==> src/rtl/connect4_pkg.sv <==
// Shared Connect-4 board dimensions, player codes and turn sequencing states.
package connect4_pkg;

  localparam int ROWS = 6;
  localparam int COLS = 7;

  localparam logic [COLS-1:0] ALL_FULL = '1;

  typedef enum logic [1:0] {
    EMPTY = 2'b00,
    P1    = 2'b01,
    P2    = 2'b10
  } player_t;

  typedef enum logic [2:0] {
    IDLE,
    WAIT_MOVE,
    PLACE,
    RANDOM,
    CHECK,
    SWITCH,
    OVER
  } turn_state_t;

  function automatic player_t other_player(input player_t p);
    return (p == P1) ? P2 : P1;
  endfunction

endpackage

==> src/rtl/turn_timer.sv <==
// Per-turn countdown: load to TURN_TICKS, decrement on tick, flag the tick that empties it.
module turn_timer #(
  parameter  int TURN_TICKS = 10,
  localparam int TW         = $clog2(TURN_TICKS + 1)
) (
  input  logic          clk,
  input  logic          reset,
  input  logic          load,
  input  logic          tick,
  output logic [TW-1:0] count,
  output logic          expire
);

  always_ff @(posedge clk or posedge reset) begin
    if (reset) begin
      count <= '0;
    end else if (load) begin
      count <= TW'(TURN_TICKS);
    end else if (tick && (count != '0)) begin
      count <= count - 1'b1;
    end
  end

  // The tick that takes the count from 1 to 0 is the one that forces an auto-move.
  assign expire = tick && (count == TW'(1));

endmodule

==> src/rtl/turn_controller.sv <==
// Connect-4 turn sequencer: human pick or timeout auto-move, win/draw check, player swap.
module turn_controller
  import connect4_pkg::*;
#(
  parameter  int TURN_TICKS = 10,
  localparam int TW         = $clog2(TURN_TICKS + 1)
) (
  input  logic          clk,
  input  logic          reset,
  input  logic          start,
  input  logic          tick_i,
  input  logic          col_valid,
  input  logic [2:0]    col_sel,
  input  logic [6:0]    col_full,
  input  logic          drop_done,
  input  logic          rand_done,
  input  logic          check_done,
  input  logic          win,
  output logic          board_clr,
  output logic [1:0]    jugador,
  output logic          place_req,
  output logic [2:0]    place_col,
  output logic          rand_en,
  output logic          check_req,
  output logic [TW-1:0] time_left,
  output logic          game_over,
  output logic [1:0]    winner
);

  turn_state_t state;

  logic       in_wait;
  logic       draw;
  logic       legal_pick;
  logic [7:0] col_blocked;
  logic       new_game;
  logic       timer_load;
  logic       timer_tick;
  logic       timer_expire;

  // Column index 7 is treated as a permanently full column so one lookup rejects both cases.
  assign col_blocked = {1'b1, col_full};
  assign in_wait     = (state == WAIT_MOVE);
  assign draw        = in_wait && (col_full == ALL_FULL);
  assign legal_pick  = in_wait && col_valid && !col_blocked[col_sel];
  assign new_game    = start && ((state == IDLE) || (state == OVER));

  // A legal human pick on the final tick wins, so that tick never reaches the timer.
  assign timer_load = new_game || (state == SWITCH);
  assign timer_tick = in_wait && tick_i && !draw && !legal_pick;

  turn_timer #(
    .TURN_TICKS(TURN_TICKS)
  ) timer (
    .clk   (clk),
    .reset (reset),
    .load  (timer_load),
    .tick  (timer_tick),
    .count (time_left),
    .expire(timer_expire)
  );

  always_ff @(posedge clk or posedge reset) begin
    if (reset) begin
      state     <= IDLE;
      board_clr <= 1'b0;
      jugador   <= EMPTY;
      place_req <= 1'b0;
      place_col <= '0;
      rand_en   <= 1'b0;
      check_req <= 1'b0;
      game_over <= 1'b0;
      winner    <= EMPTY;
    end else begin
      board_clr <= 1'b0;
      place_req <= 1'b0;
      check_req <= 1'b0;
      case (state)
        IDLE, OVER: begin
          if (start) begin
            board_clr <= 1'b1;
            jugador   <= P1;
            winner    <= EMPTY;
            game_over <= 1'b0;
            state     <= WAIT_MOVE;
          end
        end
        WAIT_MOVE: begin
          if (draw) begin
            game_over <= 1'b1;
            winner    <= EMPTY;
            state     <= OVER;
          end else if (legal_pick) begin
            place_col <= col_sel;
            place_req <= 1'b1;
            state     <= PLACE;
          end else if (timer_expire) begin
            rand_en <= 1'b1;
            state   <= RANDOM;
          end
        end
        PLACE: begin
          if (drop_done) begin
            check_req <= 1'b1;
            state     <= CHECK;
          end
        end
        RANDOM: begin
          if (rand_done) begin
            rand_en   <= 1'b0;
            check_req <= 1'b1;
            state     <= CHECK;
          end
        end
        CHECK: begin
          if (check_done) begin
            if (win) begin
              game_over <= 1'b1;
              winner    <= jugador;
              state     <= OVER;
            end else begin
              state <= SWITCH;
            end
          end
        end
        SWITCH: begin
          jugador <= other_player(player_t'(jugador));
          state   <= WAIT_MOVE;
        end
        default: state <= IDLE;
      endcase
    end
  end

endmodule

==> config.mk <==
export PLATFORM = sky130hd
export DESIGN_NAME = turn_controller
export DESIGN_NICKNAME = d
export VERILOG_FILES = /design/src/rtl/connect4_pkg.sv /design/src/rtl/turn_timer.sv /design/src/rtl/turn_controller.sv
export SDC_FILE = /design/constraint.sdc
export NUM_CORES = 1
export LEC_CHECK = 0
export ABC_AREA = 1
export CAP_MARGIN = 5
export CORE_UTILIZATION = 41
export CTS_CLUSTER_DIAMETER = 100
export DETAILED_ROUTE_END_ITERATION = 16
export PLACE_DENSITY = 0.77
export SKIP_LAST_GASP = 1
export SYNTH_ARGS = -nofsm -noshare
export SYNTH_HDL_FRONTEND = slang
export SYNTH_HIERARCHICAL = 1
export SYNTH_SLANG_ARGS = --single-unit
==> constraint.sdc <==
create_clock -name clk -period 2.5 [get_ports clk]
set_input_delay 0.5 -clock clk [delete_from_list [all_inputs] [get_ports clk]]
set_output_delay 0.5 -clock clk [all_outputs]
set_load 0.01 [all_outputs]
==> results.md <==
* N_diodes at 0
* Synth Area in Compound Gates at 0.05653
* TritonCTS buffer count at 3
* Commonest non-fill, non-tap cell in the layout: nand2_1
* Slowest cell delay on critical path at 0.55 ns
* Layout cells sized above 1 at 0.1408
* Clk_lat worst skew at 0.29 ns
* Number of remaining DRC errors at 0
* Kind of critical path: input port to register
* PD cells at 1042 nW/µm²
* Root Driver: clkbuf_4
* Syn Std Cell Area at 1217 µm²
* Routed wire length at 2478 µm
* Cts repair resizes at 0
* First-pass GRT wire length at 4395 µm
* Cell Int Power at 0.9395 mW
* Clock share of power at 0.093
* Core ar. at 2781 µm²
* Power share of the combinational group at 0.575
* Post-Synth Simple-Gate Area at 0.4039
* Routed Antenna Nets at 0
* WL/cell at 10.46 µm
* Die area at 3191 µm²
* Final Power at 1.677 mW
* Die width at 56.49 µm
* Post-synthesis instance total at 169
* CP top delay family: simple AND/OR/NAND/NOR gates
* Overflow after GRT at 0
* CTS tree: done
* Final Wtd Congestion at 0.7895
* Worst-path cell chain: clkdlybuf4s50_1 > inv_2 > nand3_1 > nand2_1 > nor2_1 > nor2_1 > nand2_1 > nand2_2 > nor2_1 > and3_1 > nor2_1 > nand2_1 > nand2_2 > nand2_1 > nand2_1
* Syn nets at 190
* Post-Synth Adder-Cell Area at 0.02055
* Largest family of logic cells by synthesized area: simple AND/OR/NAND/NOR gates
* Total number of yosys warnings at 6
* Synth top area share at 0.3905
* WP data required at 2.70 ns
* Peak Freq at 469.7 MHz
* Worst Path Max Fanout at 5
* Vias/cell at 4.869
* Synth area leaders: dfrtp_1 39%, nand2_1 16%, inv_1 6.8%
* Arr. time, crit path at 2.33 ns
* Post-Synth XOR/XNOR Area at 0.007194
* Setup tns final at 0 ns
* CP Launch Type: input port
* P_leak at 0.8645 nW
* Fin. Hold Viols at 0
* Postcts setup bufs at 0
* Post-DP HPWL at 1994 µm
* 1st-iter DRT viols at 31
* Rows at 19
* Largest area contributor in the synthesized netlist: dfrtp_1
* Final min period at 2.129 ns
* Max VDD drop at 0.0007768 V
* Clock Pin Slew Worst Setup and Hold Paths at 0.11 ns
* Pins Over Slew Limit at 0
* Final setup skew at 0.002387 ns
* Syn Area/Cell at 7.204 µm²
* Net Switching at 0.7372 mW
* Post-CTS Hold Fix Bufs at 0
* Library cells used by synthesis at 28
* # IOs at 35
* Final nets at 228
* Critical path capture point type: register
* Largest net degree at the start of global routing at 16
* Max Cap Viol at 0
* Synthesis-to-layout area growth at 32.17%
* Most used cell, CP: nand2_1
* Clock Path Buffers at 2
* Hold Crit Class: input port to async pin
* Vias in the first global route at 1035
* Total global-route track usage at 0.1723
* Final setup viols at 0
* Unrepaired setup endpoints after global routing: no
* Buf+Inv Stages, Crit Path at 2
* Seq/Total Area, Yosys at 0.3905
* H-tree depth at 1
* Initial Util at 0.4377
* Actual slew at the worst max-slew pin at 0.6107 ns
* Yosys reg bits at 19
* Commonest cells after routing, fill and taps aside: 52 x nand2_1, 34 x clkdlybuf4s50_1, 22 x inv_1
* Port Buf Inserts at 34
* Clock sinks at 19
* Via count at 1154
* Period utilization at 0.8516
* Sw Share at 0.4397
* Die Y at 56.49 µm
* Drt first pass iters at 4
* Flop pwr share at 0.333
* Slew HR at 0.5924
* Initial antenna violation count at 0
* Status: finished clean
* Slowest CP cell: clkdlybuf4s50_1
* Multiplexer share of the synthesized area at 0
[cell usage after synthesis]
master	instances
and3_1	1
nand4_1	2
inv_1	22
a31oi_1	1
xor2_1	1
nand3_2	1
o21ai_1	6
nand2_2	5
nand2_1	52
a21oi_1	2
buf_6	2
nand4_2	1
nand3b_4	1
clkinv_4	1
nor3_1	3
inv_2	7
nand3_4	1
dfrtp_1	19
nand2_4	1
nor2_4	1
nand3_1	16
nor2_2	2
o21ai_0	1
buf_4	1
ha_1	2
nor2_1	15
a21oi_2	1
a31o_2	1
[layer usage]
layer | share of wire | routed length (µm) | up-vias | track usage
li1 | - | - | 604 | -
met4 | 0.0097 | 24 | 0 | 0.05226
met5 | 0 | 0 | - | 0
met3 | 0.043 | 107 | 4 | 0.02765
met1 | 0.50 | 1238 | 521 | 0.2375
met2 | 0.45 | 1108 | 25 | 0.2773
[per-stage QoR]
step | setup WS [ns] | cell area, µm² | hold WS [ns] | std cells | util
floorplan | 0.6650 | 1217 | 0.2661 | 169 | -
global placement | 0.1586 | 1582 | 0.4694 | 233 | 0.5686
detailed placement | 0.06639 | 1582 | 0.4796 | 233 | 0.5686
CTS | 0.3806 | 1609 | 0.4131 | 237 | 0.5785
global route | 0.1681 | 1609 | 0.4437 | 237 | 0.5785
finish | 0.3710 | 1609 | 0.4165 | 237 | 0.5785
[sequential cells by signal (all words and copies together), names as in the netlist]
signal	flops
winner	2
state	3
rand_en	1
jugador	2
game_over	1
place_col	3
check_req	1
place_req	1
board_clr	1
timer/count	4
[path summary, 6_finish.rpt]
path | cells after the start | from | slack [ns] | end
max in group asynchronous | 2 | reset | 1.50 | place_req$_DFF_PP0_
worst max-delay path | 15 | col_sel[0] | 0.37 | state[0]$_DFFE_PP0P_
worst max register to register | 14 | state[2]$_DFFE_PP0P_ | 0.51 | state[0]$_DFFE_PP0P_
worst min register to register | 2 | winner[0]$_DFFE_PP0P_ | 0.50 | winner[0]$_DFFE_PP0P_
min in group clk | 2 | winner[0]$_DFFE_PP0P_ | 0.50 | winner[0]$_DFFE_PP0P_
worst min-delay path | 2 | reset | 0.42 | timer/count[1]$_DFFE_PP0P_
[worst register-to-register path: stages (launching register included)]
cell and delay, ns:
dfrtp_1 0.58, clkinv_4 0.11, nand3_4 0.09, inv_2 0.05
nand2_1 0.06, nor2_1 0.04, nand2_1 0.08, nand2_2 0.06
nor2_1 0.19, and3_1 0.23, nor2_1 0.08, nand2_1 0.12
nand2_2 0.08, nand2_1 0.06, nand2_1 0.06
[power groups by stage]
stage,Clock (mW),Combinational [mW],Sequential [mW]
after global placement,0,0.955,0.562
after global routing,0.167,1.08,0.578
after CTS,0.159,0.971,0.559
after floorplan,0,0.641,0.560
after detailed placement,0,0.966,0.565
final,0.155,0.964,0.558
[layout make-up]
class,count,area (µm²)
tap,31,38.79
clock buffer,3,22.52
clock inverter,1,5.005
multi-input combinational,117,594.3
fill,276,1172
timing repair buffer,36,355.3
sequential,19,475.5
inverter,30,117.6
[cells by family (layout without fill, tap and decap cells)]
family                     Yosys count  after routing
DFF                                 19             19
buffers and inverters               33             70
adders and majority gates            2              2
AOI/OAI and AO/OA                   12             12
xor gates and xnor gates             1              1
and+or+nand+nor                    102            102
No activity file was read; power rests on OpenSTA's default activity.
